===== src/rtl/lcd_pkg.sv =====
// ============================================================================
// Package : lcd_pkg
// Brief   : Shared types and constants for the LCD frame fetcher.
// Revision: 1.0 - initial release
// ============================================================================
`default_nettype none

package lcd_pkg;

    localparam int unsigned c_H_RES_DEFAULT = 320;
    localparam int unsigned c_V_RES_DEFAULT = 240;

    typedef enum logic [1:0] {
        IDLE  = 2'd0,
        FETCH = 2'd1,
        DRAIN = 2'd2
    } state_t;

    typedef struct packed {
        logic sof;
        logic eol;
    } pix_tag_t;

    // Counter width for values 0..n-1; a 1-value range still needs one bit.
    function automatic int unsigned cnt_width(input int unsigned n);
        return (n > 1) ? $clog2(n) : 1;
    endfunction

endpackage

`default_nettype wire


===== src/rtl/lcd_frame_fetch_if.sv =====
// ============================================================================
// Interface: lcd_frame_fetch_if
// Brief    : ROM read port plus outgoing pixel stream of the frame fetcher.
// Revision : 1.0 - initial release
// ============================================================================
`default_nettype none

interface lcd_frame_fetch_if #(
    parameter int unsigned ADDR_WIDTH = 17,
    parameter int unsigned DATA_WIDTH = 16
);
    logic [ADDR_WIDTH-1:0] rom_addr;
    logic [DATA_WIDTH-1:0] rom_data;
    logic [DATA_WIDTH-1:0] pix_data;
    logic                  pix_valid;
    logic                  pix_ready;
    logic                  pix_sof;
    logic                  pix_eol;

    modport master (
        output rom_addr,
        input  rom_data,
        output pix_data,
        output pix_valid,
        input  pix_ready,
        output pix_sof,
        output pix_eol
    );

    modport slave (
        input  rom_addr,
        output rom_data,
        input  pix_data,
        input  pix_valid,
        output pix_ready,
        input  pix_sof,
        input  pix_eol
    );
endinterface

`default_nettype wire


===== src/rtl/lcd_skid_fifo.sv =====
// ============================================================================
// Module  : lcd_skid_fifo
// Brief   : 2-entry skid FIFO; a push is accepted when full if a pop happens.
// Revision: 1.0 - initial release
// ============================================================================
`default_nettype none

module lcd_skid_fifo #(
    parameter int unsigned WIDTH = 18
) (
    input  wire logic             clk,
    input  wire logic             rst_n,
    input  wire logic             push,
    input  wire logic [WIDTH-1:0] push_data,
    input  wire logic             pop,
    output logic      [WIDTH-1:0] head,
    output logic      [1:0]       count
);

    logic [WIDTH-1:0] r_mem [2];
    logic             r_wr_ptr;
    logic             r_rd_ptr;
    logic [1:0]       r_count;
    logic             w_pop;
    logic             w_push;

    assign w_pop  = pop && (r_count != 2'd0);
    assign w_push = push && ((r_count != 2'd2) || w_pop);

    always_ff @(posedge clk or negedge rst_n) begin
        if (!rst_n) begin
            r_mem[0] <= '0;
            r_mem[1] <= '0;
            r_wr_ptr <= 1'b0;
            r_rd_ptr <= 1'b0;
            r_count  <= 2'd0;
        end else begin
            if (w_push) begin
                r_mem[r_wr_ptr] <= push_data;
                r_wr_ptr        <= ~r_wr_ptr;
            end
            if (w_pop) begin
                r_rd_ptr <= ~r_rd_ptr;
            end
            case ({w_push, w_pop})
                2'b10:   r_count <= r_count + 2'd1;
                2'b01:   r_count <= r_count - 2'd1;
                default: r_count <= r_count;
            endcase
        end
    end

    assign head  = r_mem[r_rd_ptr];
    assign count = r_count;

endmodule

`default_nettype wire


===== src/rtl/lcd_frame_fetch.sv =====
// ============================================================================
// Module  : lcd_frame_fetch
// Brief   : Streams an image from a 1-cycle-latency block ROM as tagged pixels.
//           Define LCD_FETCH_LOOP_EN for continuous, start-free frame looping.
// Revision: 1.0 - initial release
// ============================================================================
`default_nettype none

module lcd_frame_fetch
    import lcd_pkg::*;
#(
    parameter int unsigned           ADDR_WIDTH = 17,
    parameter int unsigned           DATA_WIDTH = 16,
    parameter int unsigned           H_RES      = c_H_RES_DEFAULT,
    parameter int unsigned           V_RES      = c_V_RES_DEFAULT,
    parameter logic [ADDR_WIDTH-1:0] BASE_ADDR  = '0
) (
    input  wire logic         clk,
    input  wire logic         rst_n,
    input  wire logic         start,
    output logic              busy,
    output logic              done,
    lcd_frame_fetch_if.master bus
);

    localparam int unsigned c_X_W  = cnt_width(H_RES);
    localparam int unsigned c_Y_W  = cnt_width(V_RES);
    localparam int unsigned c_FW   = DATA_WIDTH + 2;
    localparam logic [c_X_W-1:0] c_X_LAST = c_X_W'(H_RES - 1);
    localparam logic [c_Y_W-1:0] c_Y_LAST = c_Y_W'(V_RES - 1);

    state_t                r_state;
    state_t                w_state_nxt;
    logic [ADDR_WIDTH-1:0] r_addr;
    logic [c_X_W-1:0]      r_x;
    logic [c_Y_W-1:0]      r_y;
    logic                  r_inflight;
    pix_tag_t              r_inflight_tag;
    logic                  r_done;

    logic                  w_start_ok;
    logic                  w_drain_done;
    logic                  w_done_nxt;
    logic                  w_issue;
    logic                  w_last_rd;
    logic                  w_pop;
    logic [2:0]            w_occ;
    logic [1:0]            w_fifo_count;
    logic [c_FW-1:0]       w_head;
    pix_tag_t              w_rd_tag;
    pix_tag_t              w_head_tag;

    // Occupancy counts data already queued plus the word still in the ROM.
    assign w_pop     = bus.pix_valid & bus.pix_ready;
    assign w_occ     = {1'b0, w_fifo_count} + {2'b00, r_inflight} - {2'b00, w_pop};
    assign w_issue   = (r_state == FETCH) && (w_occ < 3'd2);
    assign w_last_rd = (r_x == c_X_LAST) && (r_y == c_Y_LAST);

    assign w_rd_tag.sof = (r_x == '0) && (r_y == '0);
    assign w_rd_tag.eol = (r_x == c_X_LAST);

    always_ff @(posedge clk or negedge rst_n) begin
        if (!rst_n) begin
            r_state <= IDLE;
        end else begin
            r_state <= w_state_nxt;
        end
    end

    always_comb begin
        w_state_nxt  = r_state;
        w_start_ok   = 1'b0;
        w_drain_done = 1'b0;
        case (r_state)
            IDLE: begin
                // The done cycle is already IDLE, but a request there is dropped.
                if (start && !r_done) begin
                    w_start_ok  = 1'b1;
                    w_state_nxt = FETCH;
                end
            end
            FETCH: begin
`ifdef LCD_FETCH_LOOP_EN
                w_state_nxt = FETCH;
`else
                if (w_issue && w_last_rd) begin
                    w_state_nxt = DRAIN;
                end
`endif
            end
            DRAIN: begin
                if (!r_inflight &&
                    ((w_fifo_count == 2'd0) || ((w_fifo_count == 2'd1) && w_pop))) begin
                    w_drain_done = 1'b1;
                    w_state_nxt  = IDLE;
                end
            end
            default: w_state_nxt = IDLE;
        endcase
    end

`ifdef LCD_FETCH_LOOP_EN
    localparam int unsigned c_P_W = cnt_width(H_RES * V_RES);
    localparam logic [c_P_W-1:0] c_P_LAST = c_P_W'(H_RES * V_RES - 1);

    logic [c_P_W-1:0] r_pix_cnt;

    // Frames never drain, so the frame boundary is found by counting handshakes.
    always_ff @(posedge clk or negedge rst_n) begin
        if (!rst_n) begin
            r_pix_cnt <= '0;
        end else if (w_start_ok) begin
            r_pix_cnt <= '0;
        end else if (w_pop) begin
            r_pix_cnt <= (r_pix_cnt == c_P_LAST) ? '0 : r_pix_cnt + c_P_W'(1);
        end
    end

    assign w_done_nxt = w_pop && (r_pix_cnt == c_P_LAST);
`else
    assign w_done_nxt = w_drain_done;
`endif

    always_ff @(posedge clk or negedge rst_n) begin
        if (!rst_n) begin
            r_addr         <= BASE_ADDR;
            r_x            <= '0;
            r_y            <= '0;
            r_inflight     <= 1'b0;
            r_inflight_tag <= '0;
            r_done         <= 1'b0;
        end else begin
            r_inflight <= w_issue;
            r_done     <= w_done_nxt;
            if (w_issue) begin
                r_inflight_tag <= w_rd_tag;
            end
            if (w_start_ok) begin
                r_addr <= BASE_ADDR;
                r_x    <= '0;
                r_y    <= '0;
            end else if (w_issue) begin
`ifdef LCD_FETCH_LOOP_EN
                r_addr <= w_last_rd ? BASE_ADDR : r_addr + ADDR_WIDTH'(1);
`else
                r_addr <= r_addr + ADDR_WIDTH'(1);
`endif
                if (r_x == c_X_LAST) begin
                    r_x <= '0;
                    r_y <= (r_y == c_Y_LAST) ? '0 : r_y + c_Y_W'(1);
                end else begin
                    r_x <= r_x + c_X_W'(1);
                end
            end
        end
    end

    lcd_skid_fifo #(
        .WIDTH (c_FW)
    ) u_fifo (
        .clk       (clk),
        .rst_n     (rst_n),
        .push      (r_inflight),
        .push_data ({r_inflight_tag, bus.rom_data}),
        .pop       (w_pop),
        .head      (w_head),
        .count     (w_fifo_count)
    );

    assign w_head_tag    = pix_tag_t'(w_head[c_FW-1:DATA_WIDTH]);
    assign bus.rom_addr  = r_addr;
    assign bus.pix_valid = (w_fifo_count != 2'd0);
    assign bus.pix_data  = w_head[DATA_WIDTH-1:0];
    assign bus.pix_sof   = bus.pix_valid & w_head_tag.sof;
    assign bus.pix_eol   = bus.pix_valid & w_head_tag.eol;
    assign busy          = (r_state != IDLE);
    assign done          = r_done;

endmodule

`default_nettype wire


===== src/flat_wrapper.sv =====
// flat-port wrapper written by rule: the top's interface ports become plain ports
module lcd_frame_fetch_flat import lcd_pkg::*;
#(
    parameter int unsigned           ADDR_WIDTH = 17,
    parameter int unsigned           DATA_WIDTH = 16,
    parameter int unsigned           H_RES      = c_H_RES_DEFAULT,
    parameter int unsigned           V_RES      = c_V_RES_DEFAULT,
    parameter logic [ADDR_WIDTH-1:0] BASE_ADDR  = '0
)
  (clk, rst_n, start, busy, done, bus_rom_addr, bus_rom_data, bus_pix_data, bus_pix_valid, bus_pix_ready, bus_pix_sof, bus_pix_eol);
  lcd_frame_fetch_if #(.ADDR_WIDTH(ADDR_WIDTH), .DATA_WIDTH(DATA_WIDTH)) bus_i ();
  input  wire logic clk;
  input  wire logic rst_n;
  input  wire logic start;
  output logic busy;
  output logic done;
  output wire logic [$bits(bus_i.rom_addr)-1:0] bus_rom_addr;
  input wire logic [$bits(bus_i.rom_data)-1:0] bus_rom_data;
  output wire logic [$bits(bus_i.pix_data)-1:0] bus_pix_data;
  output wire logic [$bits(bus_i.pix_valid)-1:0] bus_pix_valid;
  input wire logic [$bits(bus_i.pix_ready)-1:0] bus_pix_ready;
  output wire logic [$bits(bus_i.pix_sof)-1:0] bus_pix_sof;
  output wire logic [$bits(bus_i.pix_eol)-1:0] bus_pix_eol;
  assign bus_rom_addr = bus_i.rom_addr;
  assign bus_i.rom_data = bus_rom_data;
  assign bus_pix_data = bus_i.pix_data;
  assign bus_pix_valid = bus_i.pix_valid;
  assign bus_i.pix_ready = bus_pix_ready;
  assign bus_pix_sof = bus_i.pix_sof;
  assign bus_pix_eol = bus_i.pix_eol;
  lcd_frame_fetch #(.ADDR_WIDTH(ADDR_WIDTH), .DATA_WIDTH(DATA_WIDTH), .H_RES(H_RES), .V_RES(V_RES), .BASE_ADDR(BASE_ADDR)) u_core (.clk(clk), .rst_n(rst_n), .start(start), .busy(busy), .done(done), .bus(bus_i));
endmodule

===== config.mk =====
export PLATFORM = sky130hd
export DESIGN_NAME = lcd_frame_fetch_flat
export DESIGN_NICKNAME = d
export VERILOG_FILES = /design/src/rtl/lcd_pkg.sv /design/src/rtl/lcd_frame_fetch_if.sv /design/src/rtl/lcd_skid_fifo.sv /design/src/rtl/lcd_frame_fetch.sv /design/src/flat_wrapper.sv
export SDC_FILE = /design/constraint.sdc
export NUM_CORES = 1
export LEC_CHECK = 0
export BUFFER_PORTS_ARGS = -buffer_cell sky130_fd_sc_hd__buf_4
export CORE_UTILIZATION = 61
export CTS_CLUSTER_DIAMETER = 120
export CTS_CLUSTER_SIZE = 40
export DETAILED_ROUTE_END_ITERATION = 16
export PLACE_DENSITY = 0.84
export SLEW_MARGIN = 20
export SYNTH_ARGS = -nofsm -noshare
export SYNTH_HDL_FRONTEND = slang
export SYNTH_SLANG_ARGS = --single-unit

===== constraint.sdc =====
create_clock -name clk -period 7.95 [get_ports clk]
set_clock_uncertainty 0.1 [all_clocks]
set_input_delay 0 -clock clk [delete_from_list [all_inputs] [get_ports clk]]
set_output_delay 0 -clock clk [all_outputs]
set_load 0.02 [all_outputs]

==> run summary <==
The share of async-settable or async-resettable flops after synthesis is 100%. The width of the chip is 82.9 um. The pin count of the biggest net entering global routing is 81. The dominant register cell in the synthesized netlist is dfrtp_1. The routed wirelength normalized by instance count came out at 16.9 um. The share of cells above drive strength 1 came out at 31.7%. The worst setup path is captured at a register. The warning count from the yosys run came out at 0. Of the synthesized area, sequential elements account for 50.2%.

The wire length of the first global-routing pass is 14,900 um. IR analysis of the VDD net gives a maximum drop of 0.000285 V. The die outline height is 82.9 um. In this run the number of H-tree levels came out at 3.

The total length of routed met3 wires came out at 415 um. At the later pin of the worst-skew pair, clock insertion delay measures 350 ps. The number of nets in the finished design came out at 461. The post-layout total power is 1.69 mW. The worst setup path is launched from a register. The share of the synthesized area in the top cell type came out at 50.2%. Counting instances in the post-synthesis netlist gives the leading cell types as dfrtp_1, mux2_2, nand2_1. The required time at the endpoint of the critical path came out at 8120 ps. The non-filler instance count after layout is 513. The number of cells after detailed placement came out at 479. The cell family contributing the most delay on the critical path is simple AND/OR/NAND/NOR gates. Synthesis produced a netlist whose cell count is 357. The number of routed nets with antenna violations came out at 0. The highest fanout seen on the critical path is 11. The maximum frequency from static timing analysis is 0.254 GHz. The worst slack on hold paths is 152 ps. The slew at the pin closest to its max-slew limit came out at 1060 ps.

The number of placement rows is 29. The number of remaining DRC errors is 0. Averaged over all synthesized cells, the footprint is 11.2 um^2. The slowest stage of the critical path belongs to the cell or4_1. Detailed routing placed a total of 4360 um of wire on met2. The clock tree from TritonCTS is done.

The cell depth of the worst flop-to-flop path came out at 11. The worst hold path belongs to the class in -> async. The number of antenna repair diodes is 0.

The time the worst path needs with I/O delays and setup came out at 3930 ps. Once routing completed, OpenROAD measured the worst setup slack at 4020 ps. The area growth from synthesis to layout is 21.3%.

The final setup TNS is 0 ps. The estimated wirelength of the detail-placed design is 5640 um. The finished cells cover 4840 um^2. When the netlist entered floorplanning its net count stood at 387. The total die area came out at 6870 um^2. In the routed layout, each cell is associated on average with a via count of 5.91.

The worst setup path is of the reg -> reg kind. The clock edge transition at the registers on the reported setup and hold paths came out at 90 ps. The via count of the first global-routing pass came out at 3,112. Global routing used 27.1% of the available tracks across all layers. The number of hold buffers added after CTS was 18. The wire length reported by the detailed router is 8680 um. Dividing total power by cell area gives a power density of 348 nW/um^2.

The count of final max-slew check failures is 0. The core utilization of the finished layout is 76.2%. By instance count, the leading cell after synthesis is dfrtp_1. The TritonCTS buffer count came out at 9. The flow ran to the end, and the final reports show no timing, DRC or antenna violations. The number of buffers on the longest clock path came out at 2. The count of cells resized by post-cts repair is 0. The instance area after placement is 4480 um^2.

The routed metal-1 wire length is 3790 um. The first-pass detailed-route iteration total is 4. The initial detailed-routing violation count is 144. The pre-CTS setup slack is 4080 ps. The total grt overflow came out at 0. The signal on the critical path passes through inv_1 > ha_1 > nand2b_1 > inv_1 > ha_1 > nand2b_1 > fa_1 > xnor2_1 > nand4_1 > or4_1 > a21oi_1. Summed over all instances, the cell type with the most area after synthesis is dfrtp_1.

The cell area that synthesis handed to floorplanning was 3990 um^2. Sorting the synthesized cells by area gives the leading types as dfrtp_1, mux2_2, ha_1, a21oi_1, nand3_1. The number of antenna violations at the first check in global routing came out at 0. The number of library cell types mapped by synthesis is 50. The standard cell core area is 6350 um^2. The leakage dissipation is 2.16 nW. Routability-driven placement finished with a final weighted congestion of 0.858. The post-CTS setup buffer count is 0. Setup repair after global routing left no endpoint under its margin. Signal routing reaches up to met4.

The count of final hold-check violations came to 0. The max capacitance violation total came out at 0. Across all layers, the routed design uses 3,034 vias. The number of placed I/O pins is 58. In this run, synthesis inferred 0 flip-flops with an integrated enable. Counting both buffers and inverters, the worst setup path holds a total of 2. The worst pin sits at a relative slew slack of 29.2%.

For this configuration, the core starts out at a cell density of 62.9%. Setup violations remaining at the end of the flow were counted as 0. For the worst setup path, the data arrival time is 4110 ps. The layout has 408 filler cells. In this run the tool buffered the top-level ports with 57 buffer cells. The flip-flop and latch count after synthesis came out at 80.

The cell depth of the worst setup path came out at 11. The portion of the clock cycle consumed by the worst path in the final layout is 49.5%. The longest individual stage delay on the worst path came out at 540 ps.

The tree is rooted in a clkbuf_8. The count of clock tree sinks is 80.
-- layout make-up --
cell class                 instances  area [um^2]  share of cell area, %
clock buffer                       9          124                   2.56
clock inverter                     7         55.1                   1.14
inverter                          16         60.1                   1.24
multi-input combinational        248         1880                   38.9
sequential                        80         2000                   41.4
tap                               77         96.3                   1.99
timing repair buffer              76          619                   12.8
-- worst register-to-register path: stages (launching register included) --
cell      delay (ps)
dfrtp_1          460
inv_1            130
ha_1             250
nand2b_1         210
inv_1            110
ha_1             310
nand2b_1         170
fa_1             420
xnor2_1          510
nand4_1          500
or4_1            540
a21oi_1          160
-- power by group --
part	switching (mW)	internal (mW)	total [mW]
registers	0.110	0.530	0.640
logic	0.412	0.361	0.773
clock network	0.158	0.115	0.273
-- cells in the final DEF (no fill, tap or decap), types with 2 or more instances in the layout --
cell type / synthesis / routed
dlygate4sd3_1: 0 / 18
or2_2: 3 / 3
dfrtp_1: 80 / 80
inv_6: 0 / 2
o31ai_1: 7 / 7
nand3_1: 18 / 18
nand4_1: 10 / 10
clkbuf_8: 0 / 9
a32o_1: 2 / 2
nand2_1: 20 / 20
nor3_1: 5 / 5
a21oi_1: 18 / 18
or4_1: 11 / 11
mux2_2: 52 / 52
mux2i_1: 3 / 3
nor2_1: 17 / 17
and4_1: 2 / 2
xnor2_1: 10 / 10
or3_1: 6 / 6
nor4_1: 3 / 3
and3_1: 7 / 7
xor2_1: 5 / 5
clkinvlp_4: 0 / 5
inv_1: 15 / 15
ha_1: 9 / 9
a31o_2: 2 / 2
o21ai_0: 14 / 14
buf_4: 0 / 57
nand2b_1: 3 / 3
-- flip-flops by register name, summed over array words and instances (netlist names) --
register,count
u_core.r_state,2
u_core.r_inflight_tag,2
u_core.r_y,8
u_core.bus.rom_addr,17
u_core.u_fifo.r_wr_ptr,1
u_core.r_inflight,1
u_core.done,1
u_core.r_x,9
u_core.u_fifo.count,2
u_core.u_fifo.r_mem,36
u_core.u_fifo.r_rd_ptr,1
-- per-layer routing --
| metal | GRT usage [%] | vias to the layer above |
|---|---|---|
| met5 | 0 | - |
| met1 | 36.4 | 1485 |
| met2 | 45.2 | 91 |
| li1 | - | 1447 |
| met3 | 4.27 | 11 |
| met4 | 9.40 | 0 |
-- cells by family after synthesis --
logic type	count (synthesis)	share of synthesized area (%)
and+or+nand+nor	118	17.2
xor gates and xnor gates	15	3.29
adders and majority gates	10	3.32
AOI/OAI and AO/OA	50	7.71
muxes	55	15.4
DFF	80	50.2
buffers and inverters	29	2.88
-- worst paths after layout --
check / startpoint / end / slack, ps
worst max register to register: u_core.u_fifo.count[1]$_DFFE_PN0P_ / u_core.bus.rom_addr[14]$_DFFE_PN0P_ / 4020
min in group clk: start / u_core.bus.rom_addr[5]$_DFFE_PN0P_ / 170
worst max-delay path: u_core.u_fifo.count[1]$_DFFE_PN0P_ / u_core.bus.rom_addr[14]$_DFFE_PN0P_ / 4020
max in group asynchronous: rst_n / u_core.r_x[1]$_DFFE_PN0P_ / 7130
worst min register to register: u_core.u_fifo.r_mem[3]$_DFFE_PN0P_ / u_core.u_fifo.r_mem[3]$_DFFE_PN0P_ / 410
worst min-delay path: rst_n / u_core.done$_DFF_PN0_ / 150
Power figures use the tool's default switching activity.
